===== src/rtl/entropy_pkg.sv =====
// Shared types and symbol encodings for the entropy sequencer.
// Holds the FSM state enum, EOB/ZRL encodings and the default block size.
package entropy_pkg;

    typedef enum logic [1:0] {
        ST_IDLE = 2'd0,
        ST_DC   = 2'd1,
        ST_AC   = 2'd2,
        ST_ERR  = 2'd3
    } state_t;

    localparam int BLOCK_COEFS_DEF = 64;

    localparam logic [3:0] EOB_RUN  = 4'd0;
    localparam logic [4:0] EOB_SIZE = 5'd0;
    localparam logic [3:0] ZRL_RUN  = 4'd15;
    localparam logic [4:0] ZRL_SIZE = 5'd0;

    function automatic logic is_eob(input logic [3:0] run, input logic [4:0] size);
        return (run == EOB_RUN) && (size == EOB_SIZE);
    endfunction

    function automatic logic is_zrl(input logic [3:0] run, input logic [4:0] size);
        return (run == ZRL_RUN) && (size == ZRL_SIZE);
    endfunction

endpackage


===== src/rtl/entropy_sequencer.sv =====
// Purpose: walks run/size symbols through DC/AC block positions and frames them for the decoder.
// Latency: one cycle from symbol accept (or frame start) to every registered output.
// Backpressure: none downstream; upstream ready is high whenever a frame is active, ERR drains.
module entropy_sequencer
    import entropy_pkg::*;
#(
    parameter int BLOCK_COEFS = BLOCK_COEFS_DEF,
    parameter int BLK_CNT_W   = 16
) (
    input  logic                 clk_in,
    input  logic                 rst_n_in,
    input  logic                 frame_start_in,
    input  logic [BLK_CNT_W-1:0] blocks_in,
    input  logic                 sym_valid_in,
    output logic                 sym_ready_out,
    input  logic [3:0]           sym_run_in,
    input  logic [4:0]           sym_size_in,
    input  logic [10:0]          sym_value_in,
    output logic [10:0]          value_out,
    output logic [5:0]           run_out,
    output logic [4:0]           size_out,
    output logic                 valid_out,
    output logic                 dc_out,
    output logic                 pred_clear_out,
    output logic                 block_done_out,
    output logic                 frame_done_out,
    output logic                 error_out,
    output logic                 busy_out
);

    localparam logic [6:0] COEFS7 = 7'(BLOCK_COEFS);

    state_t               state_q, state_d;
    logic [6:0]           pos_q, pos_d, pos_next;
    logic [BLK_CNT_W-1:0] blk_cnt_q, blk_cnt_d, blk_inc;
    logic [BLK_CNT_W-1:0] blocks_q, blocks_d;
    logic                 err_q, err_d;
    logic                 act_q, act_d;
    logic                 vld_q, vld_d;
    logic                 dc_q, dc_d;
    logic                 pc_q, pc_d;
    logic                 bd_q, bd_d;
    logic                 fd_q, fd_d;
    logic [5:0]           run_q, run_d;
    logic [4:0]           size_q, size_d;
    logic [10:0]          val_q, val_d;
    logic                 accept;
    logic                 blk_end;

    assign accept = sym_valid_in && act_q;
    assign blk_inc = blk_cnt_q + 1'b1;

    always_ff @(posedge clk_in) begin
        if (!rst_n_in) begin
            state_q   <= ST_IDLE;
            pos_q     <= '0;
            blk_cnt_q <= '0;
            blocks_q  <= '0;
            err_q     <= 1'b0;
            act_q     <= 1'b0;
            vld_q     <= 1'b0;
            dc_q      <= 1'b0;
            pc_q      <= 1'b0;
            bd_q      <= 1'b0;
            fd_q      <= 1'b0;
            run_q     <= '0;
            size_q    <= '0;
            val_q     <= '0;
        end else begin
            state_q   <= state_d;
            pos_q     <= pos_d;
            blk_cnt_q <= blk_cnt_d;
            blocks_q  <= blocks_d;
            err_q     <= err_d;
            act_q     <= act_d;
            vld_q     <= vld_d;
            dc_q      <= dc_d;
            pc_q      <= pc_d;
            bd_q      <= bd_d;
            fd_q      <= fd_d;
            run_q     <= run_d;
            size_q    <= size_d;
            val_q     <= val_d;
        end
    end

    always_comb begin
        state_d   = state_q;
        pos_d     = pos_q;
        pos_next  = pos_q;
        blk_cnt_d = blk_cnt_q;
        blocks_d  = blocks_q;
        err_d     = err_q;
        vld_d     = 1'b0;
        dc_d      = 1'b0;
        pc_d      = 1'b0;
        bd_d      = 1'b0;
        fd_d      = 1'b0;
        run_d     = run_q;
        size_d    = size_q;
        val_d     = val_q;
        blk_end   = 1'b0;

        if (frame_start_in) begin
            // Frame start outranks any symbol handshaken in the same cycle.
            blocks_d  = blocks_in;
            pos_d     = '0;
            blk_cnt_d = '0;
            err_d     = 1'b0;
            pc_d      = 1'b1;
            if (blocks_in == '0) begin
                fd_d    = 1'b1;
                state_d = ST_IDLE;
            end else begin
                state_d = ST_DC;
            end
        end else if (accept) begin
            unique case (state_q)
                ST_DC: begin
                    vld_d    = 1'b1;
                    dc_d     = 1'b1;
                    run_d    = '0;
                    size_d   = sym_size_in;
                    val_d    = sym_value_in;
                    pos_next = 7'd1;
                    pos_d    = pos_next;
                    state_d  = ST_AC;
                    blk_end  = (pos_next == COEFS7);
                end
                ST_AC: begin
                    if (is_eob(sym_run_in, sym_size_in)) begin
                        blk_end = 1'b1;
                    end else begin
                        if (is_zrl(sym_run_in, sym_size_in))
                            pos_next = pos_q + 7'd16;
                        else
                            pos_next = pos_q + {3'b000, sym_run_in} + 7'd1;
                        if (pos_next > COEFS7) begin
                            err_d   = 1'b1;
                            state_d = ST_ERR;
                        end else begin
                            if (!is_zrl(sym_run_in, sym_size_in)) begin
                                vld_d  = 1'b1;
                                run_d  = {2'b00, sym_run_in};
                                size_d = sym_size_in;
                                val_d  = sym_value_in;
                            end
                            pos_d   = pos_next;
                            blk_end = (pos_next == COEFS7);
                        end
                    end
                end
                default: ;
            endcase

            if (blk_end) begin
                bd_d      = 1'b1;
                blk_cnt_d = blk_inc;
                pos_d     = '0;
                if (blk_inc == blocks_q) begin
                    fd_d    = 1'b1;
                    state_d = ST_IDLE;
                end else begin
                    state_d = ST_DC;
                end
            end
        end

        act_d = (state_d != ST_IDLE);
    end

    assign sym_ready_out  = act_q;
    assign busy_out       = act_q;
    assign error_out      = err_q;
    assign valid_out      = vld_q;
    assign dc_out         = dc_q;
    assign pred_clear_out = pc_q;
    assign block_done_out = bd_q;
    assign frame_done_out = fd_q;
    assign run_out        = run_q;
    assign size_out       = size_q;
    assign value_out      = val_q;

endmodule

===== config.mk =====
export PLATFORM = sky130hd
export DESIGN_NAME = entropy_sequencer
export DESIGN_NICKNAME = d
export VERILOG_FILES = /design/src/rtl/entropy_pkg.sv /design/src/rtl/entropy_sequencer.sv
export SDC_FILE = /design/constraint.sdc
export NUM_CORES = 1
export LEC_CHECK = 0
export ABC_AREA = 0
export CAP_MARGIN = 10
export CORE_MARGIN = 4
export CORE_UTILIZATION = 54
export CTS_BUF_LIST = sky130_fd_sc_hd__clkbuf_4
export CTS_CLUSTER_DIAMETER = 150
export CTS_CLUSTER_SIZE = 24
export DETAILED_ROUTE_END_ITERATION = 8
export PLACE_DENSITY = 0.82
export SLEW_MARGIN = 20
export SYNTH_ARGS = -nofsm -noshare
export SYNTH_HDL_FRONTEND = slang
export SYNTH_SLANG_ARGS = --single-unit

===== constraint.sdc =====
create_clock -name clk_in -period 3.1 [get_ports clk_in]
set_input_delay 0.31 -clock clk_in [delete_from_list [all_inputs] [get_ports clk_in]]
set_output_delay 0.31 -clock clk_in [all_outputs]
set_load 0.005 [all_outputs]

==> run summary <==
Netlist cell types -> 58
Vias per cell -> 5.78
Hold depth -> 2
Crit path required time -> 3.43 ns
Total gr overflow -> 0
Ys flop type -> dfxtp_1
Die height -> 92.1 um
Chip width -> 92.1 um
Reg2Reg Setup Slack -> 0.14 ns
Max-cap violations -> 0
Post-synth EDFFs -> 0
Wire length per cell -> 15.8 um
Area Overhead vs Synth -> 27.3%
Fill cell total of the finished layout -> 541
CTS resizes -> 0
Die Area -> 8470 sq um
Worst skew pair latency -> 0.43 ns
Cts bufs inserted -> 9
FMAX -> 0.337 GHz
I/O Pins -> 70
Total power -> 0.00172 W
CP Max Fanout -> 9
RePlAce Congestion -> 0.905
P_leak -> 1.83 nW
R2r endpoint -> pos_q[0]
Max Clock Skew -> 0.0143 ns
Share of layout cells above drive strength 1 -> 9.63%
Clk sinks -> 68
Syn. warnings -> 0
CTS tree -> built
DRT Pass-1 Iters -> 4
Peak supply drop -> 279 uV
Avg Cell Area, Syn -> 8.73 sq um
Finished Layout Cells -> 615
Register bit total from synthesis -> 68
Final worst setup slack -> 0.136 ns
R2R cell count -> 12
Post-Route WL -> 9720 um
CP arrival -> 3.29 ns
Antenna diodes -> 0
Crit path capture type -> flop
Async SR Flop Fraction -> 0%
DR vias -> 3,555
Clock Path Buffers -> 2
CTS Hold Buffers Added -> 0
Root buffer cell -> clkbuf_4
Largest net degree at the start of global routing -> 41
CP max stage cell -> o221ai_2
Most frequent cells in the layout -> 68 x dfxtp_1, 67 x clkdlybuf4s50_1, 36 x mux2i_1, 35 x nor2b_1, 30 x nor2_1
# H-tree levels -> 3
Initial antenna violation count -> 0
Worst flop-to-flop path startpoint -> pos_q[0]
Register area share after synthesis -> 35.7%
Port buffer count -> 67
Tmin final -> 2.96 ns
Vias in the first global route -> 3,517
Tot GR Track Use -> 23.7%
Multi-input gate area -> 2340 sq um
Power per Cell Area -> 353 nW/um^2
Ratio of final minimum period to clock period -> 95.6%
Crit-path max cell delay -> 0.43 ns
# setup viols final -> 0
Status -> finished, final reports clean
Initial core utilization -> 55.8%
Worst Setup SP -> pos_q[0]
Final hold vios -> 0
DP Area -> 4660 sq um
Slew @ Worst Pin -> 0.665 ns
Layout Nets -> 564
Post-DP HPWL -> 7200 um
Sequential cell area -> 1360 sq um
CP Cell Sequence -> inv_1 > ha_1 > fa_1 > nand2b_1 > a211o_1 > a21o_1 > nand2_1 > nand3_1 > o221ai_2 > buf_4 > o21bai_1 > a21oi_1
Startpoint Class -> flop
DRT antenna net count -> 0
Relative slew slack -> 55.6%
Post-CTS Setup Inserts -> 0
Post-route cell area -> 4860 sq um
Place WS -> -0.314 ns
First-pass GRT wire length -> 16,400 um
Critical path capture point -> pos_q[0]
Placement Rows -> 30
Type of the worst min-delay path -> flop to flop
Core area -> 6830 sq um
Post-route DRC violation count -> 0
Crit path kind -> flop to flop
Most common cell after layout, fill and taps aside -> dfxtp_1
Placed Cells -> 598
Clk slew on worst S/H paths -> 0.12 ns
Setup TNS -> 0 ns
Slew Viols, Final -> 0
Synthesized area -> 3810 sq um
Post-Syn Instances -> 437
Starting DRT DRC Count -> 257
-- cell type report --
class | count | area share [%]
clock inverters | 7 | 1.39
flip-flops and latches | 68 | 28.0
well taps | 96 | 2.47
clock buffers | 9 | 1.39
multi-input cells | 334 | 48.2
inverters | 13 | 1.00
repair buffers | 88 | 17.5
-- worst min-delay path by stage --
| stage | from | end | slack, ns |
|---|---|---|---|
| after floorplan | run_out[0] | run_out[0] | 0.46 |
| after global placement | run_out[1] | run_out[1] | 0.46 |
| after detailed placement | run_out[2] | run_out[2] | 0.47 |
| after CTS | sym_value_in[9] | value_out[9] | 0.47 |
| after global routing | sym_value_in[1] | value_out[1] | 0.49 |
| final | run_out[2] | run_out[2] | 0.48 |
-- Yosys cell counts, types with 4 or more instances --
cell | number | area share [%]
nor2b_1 | 35 | 5.7
a21oi_1 | 19 | 2.5
nor3_1 | 8 | 1.0
clkbuf_1 | 14 | 1.4
and2_1 | 4 | 0.66
a21boi_0 | 5 | 0.98
ha_1 | 9 | 3.0
xor2_1 | 9 | 2.1
nor4_1 | 15 | 2.5
xnor2_1 | 23 | 5.3
nand2b_1 | 7 | 1.1
dfxtp_1 | 68 | 36
o21ai_0 | 17 | 2.2
mux2i_1 | 36 | 9.4
nand4_1 | 10 | 1.6
inv_1 | 13 | 1.3
and3_1 | 6 | 0.98
or3_1 | 9 | 1.5
nand3_1 | 16 | 2.1
nor2_1 | 30 | 3.0
nand2_1 | 26 | 2.6
-- worst max-delay path: cells and delay by family, from the launching register on --
kind            cells  cell delay, ns
flops               1            0.39
fa+ha+maj           2            0.61
compound gates      5            1.11
buf+inv             2            0.26
simple gates        3            0.49
-- kinds of logic after synthesis --
| family | share of synthesized area [%] |
|---|---|
| muxes | 9.45 |
| and+or+nand+nor | 26.0 |
| buffers and inverters | 4.43 |
| other | 0.0983 |
| xor gates and xnor gates | 7.35 |
| adders and majority gates | 3.48 |
| AOI/OAI and AO/OA | 13.5 |
| DFF | 35.7 |
-- state kept, by name, indices dropped and copies added, names as in the netlist --
name / cells
block_done_out: 1
state_q: 2
value_out: 11
busy_out: 1
valid_out: 1
error_out: 1
blk_cnt_q: 16
run_out: 4
blocks_q: 16
pos_q: 7
pred_clear_out: 1
frame_done_out: 1
size_out: 5
dc_out: 1
-- per-layer routing --
metal  up-vias  wire [um]  GRT usage (%)
li1       1721          -              -
met5         -          0              0
met2       134       4620           39.4
met3        29        581           5.58
met1      1671       4230           29.3
met4         0        286           10.1
-- where the power goes --
part / switching (W) / total (W) / internal, W
sequential: 0.0000158 / 0.000909 / 0.000893
combinational: 0.0000982 / 0.000221 / 0.000123
clock: 0.000345 / 0.000586 / 0.000241
-- metrics by stage --
step / hold WS (ns) / utilization (%)
6_report: 0.481 / 71.1
5_1_grt: 0.485 / 71.1
4_1_cts: 0.472 / 70.2
3_5_place_dp: 0.466 / 68.3
3_3_place_gp: 0.456 / 68.3
2_1_floorplan: 0.457 / -
(Power assumes the default switching activity.)
